$ cat src/rtl/debug_seg7_driver_pkg.sv
// Shared definitions for the debug-bus seven-segment display driver.
// Holds the debug bus width, the active-low segment codes ({g,f,e,d,c,b,a}),
// the converter FSM state encoding and the BCD-to-segment decode function.
package debug_seg7_driver_pkg;

  localparam int DEBUG_W = 10;
  localparam int BCD_W   = 16;
  localparam int SR_W    = BCD_W + DEBUG_W;

  localparam logic [6:0] SEG_BLANK = 7'h7F;
  localparam logic [6:0] SEG_D0    = 7'h40;
  localparam logic [6:0] SEG_D1    = 7'h79;
  localparam logic [6:0] SEG_D2    = 7'h24;
  localparam logic [6:0] SEG_D3    = 7'h30;
  localparam logic [6:0] SEG_D4    = 7'h19;
  localparam logic [6:0] SEG_D5    = 7'h12;
  localparam logic [6:0] SEG_D6    = 7'h02;
  localparam logic [6:0] SEG_D7    = 7'h78;
  localparam logic [6:0] SEG_D8    = 7'h00;
  localparam logic [6:0] SEG_D9    = 7'h10;

  typedef enum logic [1:0] {
    S7_IDLE  = 2'd0,
    S7_SHIFT = 2'd1,
    S7_LOAD  = 2'd2
  } s7_state_e;

  // Codes 10..15 never come out of the converter; show them as blank.
  function automatic logic [6:0] seg_decode(input logic [3:0] bcd);
    logic [6:0] seg;
    case (bcd)
      4'd0:    seg = SEG_D0;
      4'd1:    seg = SEG_D1;
      4'd2:    seg = SEG_D2;
      4'd3:    seg = SEG_D3;
      4'd4:    seg = SEG_D4;
      4'd5:    seg = SEG_D5;
      4'd6:    seg = SEG_D6;
      4'd7:    seg = SEG_D7;
      4'd8:    seg = SEG_D8;
      4'd9:    seg = SEG_D9;
      default: seg = SEG_BLANK;
    endcase
    return seg;
  endfunction

endpackage

$ cat src/rtl/debug_seg7_driver_if.sv
// Board-side bundle of the display driver.
//   debug_i : 10-bit unsigned value to show
//   seg_o   : segments {g,f,e,d,c,b,a}, active-low
//   an_o    : digit enables, active-low, an_o[0] = ones digit
//   busy_o  : high while a conversion is running
// slave is the driver side, master the side that supplies debug_i.
interface debug_seg7_driver_if;
  import debug_seg7_driver_pkg::*;

  logic [DEBUG_W-1:0] debug_i;
  logic [6:0]         seg_o;
  logic [3:0]         an_o;
  logic               busy_o;

  modport master (output debug_i, input seg_o, an_o, busy_o);
  modport slave  (input debug_i, output seg_o, an_o, busy_o);

endinterface

$ cat src/rtl/debug_seg7_driver_bin2bcd_seq.sv
// Sequential double-dabble converter, 10-bit binary to 4 BCD digits.
//   clk, rst : clock, synchronous active-high reset (returns FSM to IDLE)
//   start    : accepted only in IDLE; latches bin and begins conversion
//   bin      : binary input
//   done     : one-cycle pulse while the result on bcd is final
//   bcd      : {thousands, hundreds, tens, ones}
// Takes 1 load cycle, 10 shift cycles and 1 done cycle.
module debug_seg7_driver_bin2bcd_seq
  import debug_seg7_driver_pkg::*;
(
  input  logic               clk,
  input  logic               rst,
  input  logic               start,
  input  logic [DEBUG_W-1:0] bin,
  output logic               done,
  output logic [BCD_W-1:0]   bcd
);

  s7_state_e       state_q, state_d;
  logic [3:0]      iter_q, iter_d;
  logic [SR_W-1:0] sr_q, sr_d;
  logic [BCD_W-1:0] adj;

  always_comb begin
    state_d = state_q;
    iter_d  = iter_q;
    sr_d    = sr_q;
    done    = 1'b0;
    adj     = sr_q[SR_W-1:DEBUG_W];
    // Add 3 to any nibble >= 5 so the following shift carries into the next digit.
    for (int k = 0; k < 4; k++) begin
      if (sr_q[DEBUG_W + 4*k +: 4] >= 4'd5) begin
        adj[4*k +: 4] = sr_q[DEBUG_W + 4*k +: 4] + 4'd3;
      end
    end
    case (state_q)
      S7_IDLE: begin
        if (start) begin
          sr_d    = {{BCD_W{1'b0}}, bin};
          iter_d  = 4'd0;
          state_d = S7_SHIFT;
        end
      end
      S7_SHIFT: begin
        sr_d   = ({adj, sr_q[DEBUG_W-1:0]} << 1);
        iter_d = iter_q + 4'd1;
        if (iter_q == 4'(DEBUG_W - 1)) begin
          state_d = S7_LOAD;
        end
      end
      S7_LOAD: begin
        done    = 1'b1;
        state_d = S7_IDLE;
      end
      default: state_d = S7_IDLE;
    endcase
  end

  always_ff @(posedge clk) begin
    if (rst) begin
      state_q <= S7_IDLE;
      iter_q  <= 4'd0;
    end else begin
      state_q <= state_d;
      iter_q  <= iter_d;
    end
  end

  // Shift register is pure datapath; it is always reloaded before use.
  always_ff @(posedge clk) begin
    sr_q <= sr_d;
  end

  assign bcd = sr_q[SR_W-1:DEBUG_W];

endmodule

$ cat src/rtl/debug_seg7_driver.sv
// Debug-bus display driver: shows the 10-bit debug value as up to four decimal
// digits on a time-multiplexed common-anode seven-segment display.
//   clk    : system clock, rising edge
//   rst    : synchronous active-high reset
//   bus    : slave side of debug_seg7_driver_if (debug_i in; seg_o, an_o, busy_o out)
// Parameters: REFRESH_DIV cycles per lit digit (>= 2); BLANK_LZ blanks leading zeros.
// A change on debug_i is converted in the background and shown 12 cycles later;
// changes arriving while busy are picked up once the converter is idle again.
module debug_seg7_driver
  import debug_seg7_driver_pkg::*;
#(
  parameter int REFRESH_DIV = 50000,
  parameter bit BLANK_LZ    = 1'b1
) (
  input logic                clk,
  input logic                rst,
  debug_seg7_driver_if.slave bus
);

  localparam int                DIV_W   = $clog2(REFRESH_DIV);
  localparam logic [DIV_W-1:0] DIV_MAX = DIV_W'(REFRESH_DIV - 1);

  logic [DEBUG_W-1:0] last_val_q, last_val_d;
  logic               busy_q, busy_d;
  logic [BCD_W-1:0]   digits_q, digits_d;
  logic [DIV_W-1:0]   div_q, div_d;
  logic [1:0]         idx_q, idx_d;
  logic               scan_en_q, scan_en_d;
  logic [6:0]         seg_q, seg_d;
  logic [3:0]         an_q, an_d;
  logic               start, done, wrap;
  logic [BCD_W-1:0]   bcd;
  logic [3:0]         blank;
  logic [3:0]         digit;

  debug_seg7_driver_bin2bcd_seq u_bin2bcd_seq (
    .clk   (clk),
    .rst   (rst),
    .start (start),
    .bin   (bus.debug_i),
    .done  (done),
    .bcd   (bcd)
  );

  always_comb begin
    // Change detect: only while the converter is idle, so the last stable value wins.
    start      = !busy_q && (bus.debug_i != last_val_q);
    last_val_d = start ? bus.debug_i : last_val_q;
    busy_d     = busy_q;
    if (start) begin
      busy_d = 1'b1;
    end else if (done) begin
      busy_d = 1'b0;
    end
    digits_d = done ? bcd : digits_q;

    // Scan: the first wrap only enables the outputs on digit 0; later wraps advance.
    wrap      = (div_q == DIV_MAX);
    div_d     = wrap ? '0 : div_q + 1'b1;
    scan_en_d = scan_en_q | wrap;
    idx_d     = (wrap && scan_en_q) ? idx_q + 2'd1 : idx_q;

    // Leading-zero blanking cascades down from the thousands digit; ones never blanks.
    blank[3] = BLANK_LZ && (digits_q[15:12] == 4'd0);
    blank[2] = blank[3] && (digits_q[11:8] == 4'd0);
    blank[1] = blank[2] && (digits_q[7:4] == 4'd0);
    blank[0] = 1'b0;

    digit = digits_q[4*idx_q +: 4];
    an_d  = 4'hF;
    seg_d = SEG_BLANK;
    if (scan_en_q) begin
      an_d  = ~(4'b0001 << idx_q);
      seg_d = blank[idx_q] ? SEG_BLANK : seg_decode(digit);
    end
  end

  always_ff @(posedge clk) begin
    if (rst) begin
      last_val_q <= '0;
      busy_q     <= 1'b0;
      digits_q   <= '0;
      div_q      <= '0;
      idx_q      <= 2'd0;
      scan_en_q  <= 1'b0;
      seg_q      <= SEG_BLANK;
      an_q       <= 4'hF;
    end else begin
      last_val_q <= last_val_d;
      busy_q     <= busy_d;
      digits_q   <= digits_d;
      div_q      <= div_d;
      idx_q      <= idx_d;
      scan_en_q  <= scan_en_d;
      seg_q      <= seg_d;
      an_q       <= an_d;
    end
  end

  assign bus.seg_o  = seg_q;
  assign bus.an_o   = an_q;
  assign bus.busy_o = busy_q;

endmodule

$ cat src/flat_wrapper.sv
// flat-port wrapper written by rule: the top's interface ports become plain ports
module debug_seg7_driver_flat import debug_seg7_driver_pkg::*;
#(
  parameter int REFRESH_DIV = 50000,
  parameter bit BLANK_LZ    = 1'b1
)
  (clk, rst, bus_debug_i, bus_seg_o, bus_an_o, bus_busy_o);
  debug_seg7_driver_if bus_i ();
  input logic clk;
  input logic rst;
  input wire logic [$bits(bus_i.debug_i)-1:0] bus_debug_i;
  output wire logic [$bits(bus_i.seg_o)-1:0] bus_seg_o;
  output wire logic [$bits(bus_i.an_o)-1:0] bus_an_o;
  output wire logic [$bits(bus_i.busy_o)-1:0] bus_busy_o;
  assign bus_i.debug_i = bus_debug_i;
  assign bus_seg_o = bus_i.seg_o;
  assign bus_an_o = bus_i.an_o;
  assign bus_busy_o = bus_i.busy_o;
  debug_seg7_driver #(.REFRESH_DIV(REFRESH_DIV), .BLANK_LZ(BLANK_LZ)) u_core (.clk(clk), .rst(rst), .bus(bus_i));
endmodule
$ cat config.mk
export PLATFORM = sky130hd
export DESIGN_NAME = debug_seg7_driver_flat
export DESIGN_NICKNAME = d
export VERILOG_FILES = /design/src/rtl/debug_seg7_driver_pkg.sv /design/src/rtl/debug_seg7_driver_if.sv /design/src/rtl/debug_seg7_driver_bin2bcd_seq.sv /design/src/rtl/debug_seg7_driver.sv /design/src/flat_wrapper.sv
export SDC_FILE = /design/constraint.sdc
export NUM_CORES = 1
export LEC_CHECK = 0
export ABC_AREA = 1
export BUFFER_PORTS_ARGS = -buffer_cell sky130_fd_sc_hd__buf_2
export CAP_MARGIN = 20
export CORE_AREA = 4 4 129 69
export CTS_BUF_LIST = sky130_fd_sc_hd__clkbuf_16
export CTS_CLUSTER_SIZE = 14
export DETAILED_ROUTE_END_ITERATION = 10
export DIE_AREA = 0 0 133 73
export PLACE_DENSITY = 0.7
export SLEW_MARGIN = 30
export SYNTH_ARGS = -nofsm -noshare
export SYNTH_HDL_FRONTEND = slang
export SYNTH_SLANG_ARGS = --single-unit
$ cat constraint.sdc
create_clock -name clk -period 2.55 [get_ports clk]
set_clock_uncertainty 0.1 [all_clocks]
set_input_delay 0.1275 -clock clk [delete_from_list [all_inputs] [get_ports clk]]
set_output_delay 0.1275 -clock clk [all_outputs]
set_load 0.005 [all_outputs]
==> results of run 1 <==
==> how the worst max path moves through the flow <==
| stage | cells past startpoint | slack [ns] | end |
|---|---|---|---|
| after floorplan | 8 | 0.76 | u_core.u_bin2bcd_seq.sr_q[0] |
| after global placement | 9 | 0.67 | u_core.bus.seg_o[0] |
| after detailed placement | 9 | 0.57 | u_core.bus.seg_o[0] |
| after CTS | 9 | 0.55 | u_core.bus.seg_o[0] |
| after global routing | 9 | 0.34 | u_core.bus.seg_o[0] |
| final | 9 | 0.53 | u_core.bus.seg_o[0] |
==> Yosys cell counts, types with 2 or more instances <==
cell type  number
nand2_1        95
nand4_1         6
dfxtp_1        63
nor2_2          6
xnor2_1         6
nor3_4          2
nand2_2         5
clkbuf_1       10
inv_1          55
inv_2           6
buf_4           2
a211oi_1        2
o21ai_1         3
xor2_1          6
nand3_1        13
a21oi_1        48
nor2_1         54
o21ai_0        56
ha_1           20
nor3_1          3
edfxtp_1       26
==> stage by stage <==
stage | cells | instance area, sq um | hold WS (ns) | power [mW] | utilization
floorplan | 505 | 4180 | 0.191 | 1.86 | -
global placement | 632 | 4430 | 0.328 | 1.94 | 0.568
detailed placement | 632 | 4430 | 0.334 | 1.96 | 0.568
CTS | 655 | 4750 | 0.000880 | 3.13 | 0.609
global route | 655 | 4750 | 0.00707 | 3.25 | 0.609
finish | 655 | 4750 | 0.00722 | 3.11 | 0.609
==> report_power, final <==
group / leakage [nW] / switching, mW / internal [mW]
registers: 0.791 / 0.0512 / 1.56
clock network: 0.141 / 0.521 / 0.643
logic: 1.01 / 0.214 / 0.114
==> registers in the layout, summed over array words and instances, names as in the netlist <==
name                          count
u_core.div_q                     16
u_core.digits_q                  16
u_core.bus.seg_o                  7
u_core.u_bin2bcd_seq.state_q      2
u_core.idx_q                      2
u_core.scan_en_q                  1
u_core.u_bin2bcd_seq.sr_q        26
u_core.bus.an_o                   4
u_core.u_bin2bcd_seq.iter_q       4
u_core.bus.busy_o                 1
u_core.last_val_q                10
==> critical path, cell delays in order, from the launching register on <==
cell and delay (ns):
dfxtp_1 0.45, inv_2 0.23, nand2_1 0.08, a32oi_1 0.29, inv_1 0.17, ha_1 0.23, o21ai_1 0.14, inv_1 0.07
o21ai_0 0.07, nand2_1 0.07
==> per-layer routing <==
metal | global-route usage | part of all wire | vias up
li1 | - | - | 1726
met2 | 0.273 | 0.40 | 73
met1 | 0.276 | 0.54 | 1495
met4 | 0.0518 | 0.010 | 0
met3 | 0.0565 | 0.057 | 11
met5 | 0 | 0 | -
==> cell type report <==
class	instances	area, sq um
clock buffer	9	225
sequential	89	2040
clock inverter	7	31.3
tap	112	140
fill	683	3050
timing repair buffer	36	243
inverter	61	229
multi-input combinational	341	1840
==> kinds of logic (layout without fill, tap and decap cells) <==
group,after synthesis,count (layout),synth area share
AOI/OAI and AO/OA,116,116,0.147
xor gates and xnor gates,12,12,0.0251
adders and majority gates,20,20,0.0598
buffers and inverters,75,113,0.0712
DFF,89,89,0.488
and+or+nand+nor,193,193,0.209
==> repair_timing <==
item,in CTS,in global routing
setup buffers,0,0
hold endpoints to repair,13,0
hold buffers,7,0
==> flow_summary.yaml, run 1 <==
routing:
  final_antenna_net_count: 0
  drt_pre_antenna_iters: 5
  drt_iter0_drc: 310
  drc: 0
  totalWireLength_um: 8410
  post_drt_wl_per_cell_um: 12.8
  route.vias.total: 3305
  via_per_inst: 5.05
floorplan:
  start_util: 0.536
  io_pins: 24
  floorplan.core_area_sq_mm: 0.00780
  die_h_um: 73
  die_area_sq_mm: 0.00971
  die_w_um: 133
  placementRows: 23
sta:
  max_freq_mhz: 496
  maxSlewHeadroom: 0.693
  fin_crit_ns: 2.02
  worst_slack_ns: 0.532
  tightest_slew_ns: 0.460
  final-setup-viol-count: 0
  setup_tns_ns: 0
  rsz0062_at_grt: "no"
  hold_violations: 0
  maxSlewViolCount: 0
  min_period_over_period: 0.791
power:
  power_density_mw_per_mm2: 654
  p_leak_nw: 1.94
  peakVddDrop_v: 0.000409
finish:
  drive_above_1_share: 0.127
  final_common_cell: "nand2_1"
  area_delta_synth_final_pct: 13.6
  fin_nets: 570
  diodes: 0
  final_cell_mix: "95 x nand2_1, 63 x dfxtp_1, 57 x inv_1, 56 x o21ai_0, 54 x nor2_1"
critical_path:
  r2r-end: "u_core.bus.seg_o[0]"
  crit_required_ns: 2.67
  ff2ff_path_depth: 9
  r2r_slack_ns: 0.53
  cp-start-kind: "flip-flop"
  path_class: "flip-flop to flip-flop"
  worstSetupStartpoint: "u_core.idx_q[0]"
  worstSetupEndpointType: "flip-flop"
  r2r_start: "u_core.idx_q[0]"
  worst-path-max-fanout: 13
  crit_arrival_ns: 2.14
global_routing:
  grt_pass1_vias: 3080
  grtUsageTotal: 0.189
  antenna_found_initial: 0
  grt_max_degree: 33
  grt-ovfl-total: 0
  grt_pass1_wl_um: 14600
synth:
  synth_fp_nets: 537
  synth_ff_type: "dfxtp_1"
  synth.distinct_cells: 39
  synth_largest_area_cell: "dfxtp_1"
  synth_seq_area_share: 0.488
  synth-edff-count: 26
  async_reset_ff_frac: 0
  synthesis.area_sq_mm: 0.00418
  yosysWarnings: 0
  syn_inst: 505
  avgSynthCellArea_sq_um: 8.28
  synth-seq-cells: 89
  synth_top_cells_by_area: "dfxtp_1 30%, edfxtp_1 19%, nand2_1 8.5%, o21ai_0 6.7%, ha_1 6.0%"
  synth_top_area_share: 0.302
clocking:
  cts_root_buffer: "clkbuf_16"
  cts_tree: "built"
  path_clk_slew_ns: 0.06
  insertion_delay_ns: 0.34
  cts.htree.levels: 3
  cts_sinks: 89
  numCtsBuffers: 9
  cts_buffer_depth: 2
  post_cts_resize_count: 0
placed_design:
  dpl.hpwl_um: 6070
  dpl_worst_slack_ns: 0.568
  io_buffer_count: 23
  gp_congestion: 0.873
hold_path:
  whs_path_depth: 3
  hold_end: "u_core.last_val_q[0]"
  holdCritPathClass: "input port to flip-flop"
  min-delay-start: "bus_debug_i[0]"
job:
  drv_cap: 0
outcome:
  outcome: "complete, no violations"
Note: power is estimated with default switching activity, not from simulation.
==> inputs of run 2 (changes only) <==
--- a/config.mk
+++ b/config.mk
@@ -13,7 +13,7 @@
 export CTS_CLUSTER_SIZE = 14
 export DETAILED_ROUTE_END_ITERATION = 10
 export DIE_AREA = 0 0 133 73
-export PLACE_DENSITY = 0.7
+export PLACE_DENSITY = 0.73
 export SLEW_MARGIN = 30
 export SYNTH_ARGS = -nofsm -noshare
 export SYNTH_HDL_FRONTEND = slang
==> constraint.sdc (replaced) <==
create_clock -name clk -period 1.8 [get_ports clk]
set_clock_uncertainty 0.1 [all_clocks]
set_input_delay 0.09 -clock clk [delete_from_list [all_inputs] [get_ports clk]]
set_output_delay 0.09 -clock clk [all_outputs]
set_load 0.005 [all_outputs]
==> run 2 against run 1 <==
  * Final cell count up 2.1%
  * Via count up 3.3%
  * Routed wire length up 5.8%
  * Final area up 3.9%
  * Critical path depth unchanged
  * Critical path type is now input port to flip-flop
  * Largest cell class unchanged
  * Clock power up 63%
  * First-iteration DRC count down 10%
==> flow_summary.yaml, run 2 (synthesized netlist as in run 1, its figures left out) <==
outcome:
  outcome: "complete, no violations"
floorplan:
  die_w_um: 133
  die_h_um: 73
  io_pins: 24
  die_area_sq_mm: 0.00971
  placementRows: 23
  start_util: 0.536
  floorplan.core_area_sq_mm: 0.00780
finish:
  top_regs: "u_core.u_bin2bcd_seq.sr_q x26, u_core.digits_q x16, u_core.div_q x16"
  top_register: "u_core.u_bin2bcd_seq.sr_q"
  fin_nets: 584
  final_common_cell: "nand2_1"
  final_cell_mix: "95 x nand2_1, 61 x dfxtp_1, 57 x inv_1, 55 x o21ai_0, 53 x nor2_1"
  area_delta_synth_final_pct: 18.0
  diodes: 0
  fill_cells: 636
  drive_above_1_share: 0.154
  largest_register_ffs: 26
critical_path:
  crit_family: "buffers and inverters"
  path_class: "input port to flip-flop"
  cp_cell_sequence: "dlygate4sd3_1 -> buf_2 -> xnor2_1 -> nand2_1 -> nor2_1 -> nand3_1 -> nand3_1 -> nand2_1 -> buf_6"
  worst-path-max-fanout: 20
  crit_buf_inv: 3
  cp-start-kind: "input port"
  crit_arrival_ns: 1.70
  cp_slowest_stage_delay_ns: 0.53
  crit_required_ns: 1.79
  worstSetupEndpointType: "flip-flop"
  cp_slowest_cell: "dlygate4sd3_1"
sta:
  tightest_slew_ns: 0.361
  maxSlewViolCount: 0
  maxSlewHeadroom: 0.757
  final-setup-viol-count: 0
  holdWs_ns: 0.356
  max_freq_mhz: 584
  fin_crit_ns: 1.71
  min_period_over_period: 0.951
  setup_tns_ns: 0
  rsz0062_at_grt: "no"
  hold_violations: 0
clocking:
  cts_tree: "built"
  cts.htree.levels: 3
  cts_buffer_depth: 2
  path_clk_slew_ns: 0.06
  numCtsBuffers: 9
  cts_root_buffer: "clkbuf_16"
  cts_sinks: 89
  insertion_delay_ns: 0.35
  cts_setup_buffers: 0
routing:
  totalWireLength_um: 8890
  route.vias.total: 3415
  drt_pre_antenna_iters: 5
  via_per_inst: 5.10
  drc: 0
  post_drt_wl_per_cell_um: 13.3
  drt_iter0_drc: 279
  final_antenna_net_count: 0
global_routing:
  grt_pass1_wl_um: 14900
  grtUsageTotal: 0.195
  grt-ovfl-total: 0
  grt_pass1_vias: 3165
  antenna_found_initial: 0
  grt_max_degree: 33
placed_design:
  io_buffer_count: 23
  dpl.hpwl_um: 6300
  gp_congestion: 0.866
power:
  peakVddDrop_v: 0.000503
  p_leak_nw: 2.03
  power_density_mw_per_mm2: 948
hold_path:
  holdCritPathClass: "flip-flop to flip-flop"
job:
  drv_cap: 0
run 2: changes by cell type in the layout (fill, tap and decap cells not counted), sizes merged:
cell | previous run | this run
clkinv | 4 | 2
buf | 29 | 39
clkbuf | 9 | 10
bufinv | 0 | 1
dlygate4sd3 | 7 | 11
run 2: power by group:
| group | internal, mW | switching, mW | total [mW] | leakage, nW |
|---|---|---|---|---|
| clock | 1.14 | 0.746 | 1.89 | 0.161 |
| combinational | 0.179 | 0.325 | 0.504 | 1.07 |
| sequential | 2.21 | 0.0794 | 2.29 | 0.793 |
| total | 3.53 | 1.15 | 4.68 | 2.03 |
run 2: what timing repair did:
action | CTS | global route
hold endpoints to repair | 23 | 0
endpoints found under the setup margin | 0 | 48
gates resized for setup | 0 | 12
hold buffers | 11 | 0
run 2: path summary, 6_finish.rpt:
kind / from / endpoint / slack [ns] / cells after the start
hold / removal: u_core.div_q[0] / u_core.div_q[0] / 0.36 / 1
hold reg to reg: u_core.div_q[0] / u_core.div_q[0] / 0.36 / 1
setup reg to reg: u_core.u_bin2bcd_seq.sr_q[10] / u_core.u_bin2bcd_seq.sr_q[11] / 0.13 / 6
setup / recovery: bus_debug_i[1] / u_core.u_bin2bcd_seq.sr_q[13] / 0.09 / 9
run 2: worst reg2reg max path, stage by stage, from the launching register on:
cell and delay [ns]:
edfxtp_1 0.43, inv_1 0.15, ha_1 0.18, nor2_1 0.07, nor2_1 0.30, o21ai_0 0.14, a21oi_1 0.15
run 2: routing by layer:
layer,wire (um),GRT usage
met5,0,0
met4,97,0.0657
met3,523,0.0599
met2,3610,0.280
met1,4660,0.279
run 2: area by class of cell:
class / count / area (sq um) / share of cell area
Sequential cell: 89 / 2050 / 0.415
Multi-Input combinational cell: 341 / 1870 / 0.379
Timing Repair Buffer: 50 / 349 / 0.0707
Clock buffer: 10 / 250 / 0.0507
Inverter: 61 / 229 / 0.0464
Tap cell: 112 / 140 / 0.0284
Clock inverter: 6 / 51.3 / 0.0104
run 2: per-stage QoR:
stage	worst slack, ns	power (mW)	util	std cells	cell area, sq um
after floorplan	0.0140	2.64	-	505	4180
after global placement	0.134	2.76	0.576	642	4490
after detailed placement	0.0464	2.79	0.576	642	4490
after CTS	0.0288	4.70	0.628	669	4900
after global routing	0.000399	4.89	0.633	669	4940
final	0.0890	4.68	0.633	669	4940
